[src/rtl/chunked_add_pkg.sv]
// Shared types and helpers for the chunked adder sequencer.
// Optional subtract support lives in the top and is enabled by ADD_SUB_EN.
package chunked_add_pkg;

    typedef enum logic [1:0] {
        IDLE,
        RUN,
        DONE
    } state_e;

    // The chunk index is at least one bit wide, so a single-chunk build still has a counter.
    function automatic int unsigned idx_width(input int unsigned nchunk);
        return (nchunk <= 1) ? 1 : $clog2(nchunk);
    endfunction

endpackage

[src/rtl/add_chunk.sv]
// CHUNK_W-bit ripple adder slice with carry in and carry out.
// This is the only arithmetic in the sequencer, and it is shared across all chunks.
module add_chunk #(
    parameter int unsigned CHUNK_W = 8
) (
    input  logic [CHUNK_W-1:0] a,
    input  logic [CHUNK_W-1:0] b,
    input  logic               cin,
    output logic [CHUNK_W-1:0] sum,
    output logic               cout
);

    assign {cout, sum} = {1'b0, a} + {1'b0, b} + {{CHUNK_W{1'b0}}, cin};

endmodule

[src/rtl/chunked_add_sequencer.sv]
// Multi-cycle DATA_W adder that reuses one CHUNK_W slice over NCHUNK cycles.
// Define ADD_SUB_EN to add the in_sub port and the a + ~b + 1 subtract path.
module chunked_add_sequencer
    import chunked_add_pkg::*;
#(
    parameter int unsigned CHUNK_W = 8,
    parameter int unsigned NCHUNK  = 4
) (
    input  logic                        clk,
    input  logic                        rst,
    input  logic                        in_valid,
    output logic                        in_ready,
    input  logic [CHUNK_W*NCHUNK-1:0]   in_a,
    input  logic [CHUNK_W*NCHUNK-1:0]   in_b,
`ifdef ADD_SUB_EN
    input  logic                        in_sub,
`endif
    output logic                        out_valid,
    input  logic                        out_ready,
    output logic [CHUNK_W*NCHUNK-1:0]   out_sum,
    output logic                        out_cout,
    output logic                        busy
);

    localparam int unsigned DATA_W = CHUNK_W * NCHUNK;
    localparam int unsigned IDX_W  = idx_width(NCHUNK);
    localparam logic [IDX_W-1:0] LAST_IDX = IDX_W'(NCHUNK - 1);

    state_e              state_q, state_d;
    logic [IDX_W-1:0]    idx_q, idx_d;
    logic [DATA_W-1:0]   a_q, a_d;
    logic [DATA_W-1:0]   b_q, b_d;
    logic [DATA_W-1:0]   sum_q, sum_d;
    logic                carry_q, carry_d;

    logic [CHUNK_W-1:0]  a_chunk, b_chunk, chunk_sum;
    logic                chunk_cout;

    assign a_chunk = a_q[idx_q*CHUNK_W +: CHUNK_W];
    assign b_chunk = b_q[idx_q*CHUNK_W +: CHUNK_W];

    add_chunk #(
        .CHUNK_W (CHUNK_W)
    ) u_add_chunk (
        .a    (a_chunk),
        .b    (b_chunk),
        .cin  (carry_q),
        .sum  (chunk_sum),
        .cout (chunk_cout)
    );

    always_comb begin
        state_d = state_q;
        idx_d   = idx_q;
        a_d     = a_q;
        b_d     = b_q;
        sum_d   = sum_q;
        carry_d = carry_q;
        unique case (state_q)
            IDLE: begin
                if (in_valid) begin
                    a_d     = in_a;
                    idx_d   = '0;
`ifdef ADD_SUB_EN
                    // Subtraction as a + ~b + 1: invert B once here, seed the carry with 1.
                    b_d     = in_b ^ {DATA_W{in_sub}};
                    carry_d = in_sub;
`else
                    b_d     = in_b;
                    carry_d = 1'b0;
`endif
                    state_d = RUN;
                end
            end
            RUN: begin
                sum_d[idx_q*CHUNK_W +: CHUNK_W] = chunk_sum;
                carry_d = chunk_cout;
                if (idx_q == LAST_IDX) begin
                    idx_d   = '0;
                    state_d = DONE;
                end else begin
                    idx_d = idx_q + 1'b1;
                end
            end
            DONE: begin
                if (out_ready) begin
                    state_d = IDLE;
                end
            end
            default: state_d = IDLE;
        endcase
    end

    always_ff @(posedge clk) begin
        if (rst) begin
            state_q <= IDLE;
            idx_q   <= '0;
            a_q     <= '0;
            b_q     <= '0;
            sum_q   <= '0;
            carry_q <= 1'b0;
        end else begin
            state_q <= state_d;
            idx_q   <= idx_d;
            a_q     <= a_d;
            b_q     <= b_d;
            sum_q   <= sum_d;
            carry_q <= carry_d;
        end
    end

    assign in_ready  = (state_q == IDLE);
    assign out_valid = (state_q == DONE);
    assign busy      = (state_q != IDLE);
    assign out_sum   = sum_q;
    assign out_cout  = carry_q;

endmodule

[config.mk]
export PLATFORM = sky130hd
export DESIGN_NAME = chunked_add_sequencer
export DESIGN_NICKNAME = d
export VERILOG_FILES = /design/src/rtl/chunked_add_pkg.sv /design/src/rtl/add_chunk.sv /design/src/rtl/chunked_add_sequencer.sv
export SDC_FILE = /design/constraint.sdc
export NUM_CORES = 1
export LEC_CHECK = 0
export BUFFER_PORTS_ARGS = -buffer_cell sky130_fd_sc_hd__buf_2
export CAP_MARGIN = 20
export CORE_UTILIZATION = 58
export DETAILED_ROUTE_END_ITERATION = 7
export HOLD_SLACK_MARGIN = 0.06
export PLACE_DENSITY = 0.85
export REMOVE_ABC_BUFFERS = 1
export SLEW_MARGIN = 20
export SYNTH_ARGS = -nofsm -noshare
export SYNTH_HDL_FRONTEND = slang
export SYNTH_SLANG_ARGS = --single-unit
[constraint.sdc]
create_clock -name clk -period 6.56 [get_ports clk]
set_clock_uncertainty 0.05 [all_clocks]
set_input_delay 0.328 -clock clk [delete_from_list [all_inputs] [get_ports clk]]
set_output_delay 0.328 -clock clk [all_outputs]
set_load 0.02 [all_outputs]
==> flow_summary.toml, run 1 <==
[run_status]
status = "finished, final reports clean"

[sta]
drv_slew = 0
min_period_over_period_pct = 50.1
fmax_mhz = 305
relSlewSlack_pct = 36.9
fin_crit_ps = 3280
grt_setup_unrepaired = "no"
hold_violations = 0
fin_setup_tns_ps = 0
worstMarginPinSlew_ps = 946
fin_ws_ps = 3280
finalSetupViolations = 0

[setup_path]
cp-startpoint = "idx_q[0]"
path_cells = "buf_4 -> mux4_2 -> fa_1 -> inv_1 -> fa_1 -> nor2b_1 -> o31ai_2 -> a21oi_1 -> o31ai_1"
start_kind = "register"
crit_top_cell = "fa_1"
crit_slowest_cell = "mux4_2"
r2r_slack_ps = 3280
cp.buffers_inverters = 2
reg2reg_from = "idx_q[0]"
critPathArrivalTime_ps = 3490
worst_r2r_endpoint = "out_sum[6]"
crit_family = "compound AO/OA/AOI/OAI gates"
reg2reg_depth = 9
crit_cells = 9
cp-endpoint = "out_sum[6]"
end_kind = "register"
slowest_delay_ps = 580
path_class = "register to register"
critPathMaxFanout = 25
cp_data_required_time_ps = 6770

[place]
io_buffers = 103
placed_area_um2 = 4980
gp_congestion = 0.794
post-place-ws_ps = 3360
place_hpwl_mm = 6.87

[hold_path]
hp-class = "primary input to register"
min-delay-start = "in_a[26]"

[yosys]
yosys-top-cells-count = "139 x nand2_1, 101 x dfxtp_1, 74 x a21oi_1"
synth_edf_count = 0
synthDistinctLibCells = 43
async_flop_share_pct = 0
synthFlopType = "dfxtp_1"
yosysTopAreaCell = "dfxtp_1"
syn-instance-count = 502
yosysSeqAreaShare_pct = 45.3
yosysMostFrequentCell = "nand2_1"
yosys-top-cells-area = "dfxtp_1 45%, nand2_1 12%, a21oi_1 8.3%"
yosys_warnings = 0
syn_area_per_cell_um2 = 8.89
ys_ff_latch = 101
yosysTopAreaCellShare_pct = 45.3
netlist_area_um2 = 4460

[cts]
cts_hold_buf = 0
clk_latency_ps = 370
cts.clk_slew.worst_paths_ps = 100
cts_tree = "built"
post_cts_buffers = 0
numCtsBuffers = 9
clockRootBuffer = "clkbuf_8"
cts_resized = 0
cts_sinks = 101
cts_max_level = 3
clockBufferDepth = 2

[floorplan]
io_pins = 104
die_x_um = 89.7
dieArea_um2 = 8050
rows = 31
die_h_um = 89.7
coreArea_um2 = 7330
initial_utilization_pct = 60.8

[layout]
stdcell_area_um2 = 5200
nets = 670
insertedDiodeCount = 0
layout-drive-gt1-share_pct = 24.5
area_delta_synth_final_pct = 16.7
final_util_pct = 71.0

[grt]
antenna_found_initial = 0
grt_pass1_vias = 3543
grt_util_all_layers_pct = 26.0
grt_overflow = 0
grt_pass1_wl_mm = 16.0
grt_max_degree = 65

[route]
wl_per_cell_um = 14.3
ant_nets = 0
vias = 3805
wl_mm = 9.91
viasPerCell = 5.51
route.detailed.drc = 0
drtIter0Drc = 229
drtPass1Iterations = 4

[power_and_ir_drop]
powerDensity_nw_per_um2 = 238
p_leak_nw = 2.12
ir_worst_vdd_uv = 131
fin_total_pwr_mw = 1.24

[flow_run]
cap_violations = 0
==> final cells by class <==
| cell class | instances | area [um^2] |
|---|---|---|
| Inverter | 9 | 33.8 |
| Fill cell | 564 | 2130 |
| Clock buffer | 11 | 131 |
| Tap cell | 99 | 124 |
| Timing Repair Buffer | 106 | 538 |
| Clock inverter | 5 | 82.6 |
| Sequential cell | 101 | 2020 |
| Multi-Input combinational cell | 360 | 2270 |
==> layer usage <==
layer | global-route usage (%) | wire length (um)
met1 | 34.9 | 4470
met3 | 3.66 | 495
met4 | 9.52 | 144
met2 | 43.1 | 4800
met5 | 0 | 0
==> worst register-to-register path: stages (launching register included) <==
cell and delay, ps:
dfxtp_1 320, buf_4 370, mux4_2 590, fa_1 440, inv_1 90, fa_1 210, nor2b_1 80, o31ai_2 410
a21oi_1 280, o31ai_1 330
==> cell families after synthesis <==
logic type	synth area share, %
muxes	8.30
xor gates and xnor gates	0.393
buffers and inverters	3.93
AOI/OAI and AO/OA	16.7
and+or+nand+nor	20.8
DFF	45.3
adders and majority gates	4.54
==> layout by cell type, fill, tap and decap left out, drive strengths merged, types with 2 or more instances in the layout <==
cell    Yosys  routed
o31ai       5       5
nand3       4       4
a31oi       4       4
mux4       16      16
dfxtp     101     101
a21oi      74      74
a21o        2       2
nor3        3       3
nor2       20      20
bufinv      0       2
clkinv      0       2
inv         9      10
xnor2       2       2
or3         2       2
nand3b     17      17
o211ai      6       6
or3b        3       3
nor2b       2       2
a22oi      16      16
or4         2       2
nand2b      2       2
a211oi      2       2
nand2     139     139
buf        10     106
fa          2       2
clkbuf     22      11
ha         13      13
o21ai      10      10
o21a        3       3
==> stage by stage <==
step	std cells	hold WS, ps
finish	691	134
global route	691	135
CTS	691	129
detailed placement	675	397
global placement	675	389
floorplan	470	347
==> worst min path at each step <==
stage	endpoint	cells past startpoint	slack (ps)
after floorplan	a_q[0]	1	350
after global routing	b_q[26]	3	130
after CTS	b_q[16]	3	130
after detailed placement	a_q[27]	2	400
final	a_q[26]	3	130
after global placement	b_q[14]	2	390
==> registers in the layout, indices dropped and copies added (netlist names) <==
signal	flops
a_q	32
out_cout	1
out_sum	32
b_q	32
idx_q	2
state_q	2
==> where the power goes <==
group	switching, mW	internal [mW]
clock network	0.209	0.217
logic	0.0943	0.0656
registers	0.0132	0.638
total	0.317	0.920
Note: power is estimated with default switching activity, not from simulation.
==> run 2: changes to the inputs <==
Settings changed: ABC_AREA set to 1, CORE_UTILIZATION 58 to 54, PLACE_DENSITY 0.85 to 0.8.
Clock period 6.56 ns to 3.3 ns, I/O delays scaled along.
==> flow_summary.toml, run 2 <==
[run_status]
status = "finished, final reports clean"

[hold_path]
hold_path_end = "out_sum[9]"
min-delay-start = "rst"
hp-class = "primary input to register"
hold_depth = 2

[floorplan]
dieArea_um2 = 8720
die_h_um = 93.4
coreArea_um2 = 7890
initial_utilization_pct = 57.2
die_x_um = 93.4
io_pins = 104
rows = 32

[yosys]
synth_fa_ha_area_share_pct = 4.49
synthDistinctLibCells = 32
netlist_area_um2 = 4510
syn-instance-count = 624
yosys_warnings = 0
async_flop_share_pct = 0
yosys-top-cells-area = "dfxtp_1 45%, nor2_1 14%, o21ai_0 10%"
ys_ff_latch = 101
muxShareOfSynthArea_pct = 0
yosysTopAreaCell = "dfxtp_1"
synth_top_family_by_area = "simple AND/OR/NAND/NOR gates"
yosysSeqAreaShare_pct = 44.8
yosysTopAreaCellShare_pct = 44.8
synth_xor_area_share_pct = 0.582
syn_area_per_cell_um2 = 7.23
yosys-top-cells-count = "172 x nor2_1, 101 x dfxtp_1, 93 x o21ai_0"
yosysMostFrequentCell = "nor2_1"
synth_edf_count = 0
yosys.area_share.simple_pct = 26.9
synth-compound-area-share_pct = 17.8
synthFlopType = "dfxtp_1"

[route]
drtPass1Iterations = 4
route.detailed.drc = 0
wl_mm = 11.7
viasPerCell = 5.23
wl_per_cell_um = 13.3
vias = 4601
ant_nets = 0
drtIter0Drc = 194

[setup_path]
end_kind = "register"
cp_data_required_time_ps = 3530
slowest_delay_ps = 490
worst_r2r_endpoint = "out_sum[20]"
critPathMaxFanout = 21
path_cells = "clkinv_1 -> a32oi_1 -> inv_1 -> fa_1 -> inv_1 -> nand2_1 -> nand2_1 -> nand2_1 -> xnor2_1 -> and2_1 -> nand2_1 -> a21oi_1"
reg2reg_from = "idx_q[1]"
critPathArrivalTime_ps = 3140
reg2reg_depth = 12
crit_family = "buffers and inverters"
cp-startpoint = "idx_q[1]"
r2r_slack_ps = 390
crit_top_cell = "nand2_1"
crit_slowest_cell = "clkinv_1"
cp.buffers_inverters = 3
start_kind = "register"
path_class = "register to register"

[grt]
top_usage_layer = "met2"
grtUsageMet1_pct = 35.2
grt_overflow = 0
grt_pass1_wl_mm = 19.9
grt_util_all_layers_pct = 28.9
grt_max_degree = 67
antenna_found_initial = 0
met2_usage_pct = 49.7
grt_pass1_vias = 4385
globalRouteMet3Util_pct = 4.72

[sta]
fin_crit_ps = 2910
worstMarginPinSlew_ps = 902
relSlewSlack_pct = 39.9
grt_setup_unrepaired = "no"
holdWs_ps = 259
hold_violations = 0
drv_slew = 0
finalSetupViolations = 0
min_period_over_period_pct = 88.2
fmax_mhz = 344

[power_and_ir_drop]
powerDensity_nw_per_um2 = 483
p_leak_nw = 2.62
ir_worst_vdd_uv = 257

[layout]
layout-drive-gt1-share_pct = 17.7
final_cells = 880
area_delta_synth_final_pct = 31.4
final_cell_mix = "172 x nor2_1, 103 x buf_2, 101 x dfxtp_1, 93 x o21ai_0, 85 x nand2_1"
num-fill-cells = 600
nets = 856
final_common_cell = "nor2_1"
insertedDiodeCount = 0

[cts]
clockBufferDepth = 2
cts_tree = "built"
clk_latency_ps = 370
cts.clk_slew.worst_paths_ps = 100
numCtsBuffers = 9
cts_sinks = 101
clockRootBuffer = "clkbuf_8"
cts_max_level = 3

[flow_run]
cap_violations = 0

[place]
gp_congestion = 0.848
place_hpwl_mm = 7.18
place_inst = 799
io_buffers = 103
-- run 2: cell count changes after synthesis, moves of 4 or more --
cell / previous run / this run
a31oi_1: 4 / 0
o22ai_1: 0 / 14
a21oi_1: 74 / 35
nor2_1: 20 / 172
nand3_1: 4 / 15
nand3b_1: 15 / 1
nand4_1: 0 / 7
nand2_1: 139 / 85
mux4_2: 16 / 0
a22oi_1: 16 / 3
o211ai_1: 6 / 0
inv_1: 9 / 21
o21ai_0: 10 / 93
nor2_4: 0 / 4
-- run 2: cell type report --
type	instances	area, um^2	share of cell area [%]
clock buffer	11	141	2.39
clock inverter	5	82.6	1.39
inverter	24	90.1	1.52
multi-input combinational	462	2240	37.9
sequential	101	2020	34.1
tap	102	128	2.15
timing repair buffer	175	1220	20.6
-- run 2: worst max-delay path by stage --
stage / cells past startpoint / endpoint / slack, ps
finish: 12 / out_sum[20] / 390
global route: 14 / out_sum[20] / 70
CTS: 12 / out_sum[20] / 430
detailed placement: 12 / out_sum[28] / 470
global placement: 12 / out_sum[28] / 560
floorplan: 14 / out_sum[12] / -300
-- run 2: per-layer routing --
metal / vias up / routed length [um]
met1: 2078 / 5170
met4: 0 / 381
met3: 33 / 565
met2: 142 / 5610
met5: - / 0
li1: 2348 / -
-- run 2: metrics by stage --
step / setup slack [ps] / area (um^2) / setup TNS (ps) / power, mW / util (%)
floorplan: -296 / 4360 / -2110 / 1.76 / -
global placement: 563 / 5050 / 0 / 1.94 / 64.1
detailed placement: 466 / 5050 / 0 / 1.95 / 64.1
CTS: 430 / 5930 / 0 / 2.87 / 75.1
global route: 71.8 / 5930 / 0 / 3.02 / 75.1
finish: 390 / 5930 / 0 / 2.86 / 75.1
-- run 2: repair_timing --
item | CTS | global route
hold buffers | 65 | 0
resized for setup | 0 | 0
hold endpoints to repair | 65 | 0
setup buffers | 0 | 0
-- run 2: cells by family (layout without fill, tap and decap cells) --
kind of cell / count (synthesis) / after routing
adders and majority gates: 15 / 15
xor gates and xnor gates: 3 / 3
AOI/OAI and AO/OA: 151 / 151
DFF: 101 / 101
and+or+nand+nor: 293 / 293
buffers and inverters: 61 / 215
-- run 2: power by group --
group	total (mW)	switching, mW	internal [mW]	leakage, nW
logic	0.660	0.400	0.260	1.67
registers	1.34	0.0402	1.30	0.830
clock network	0.869	0.418	0.451	0.114
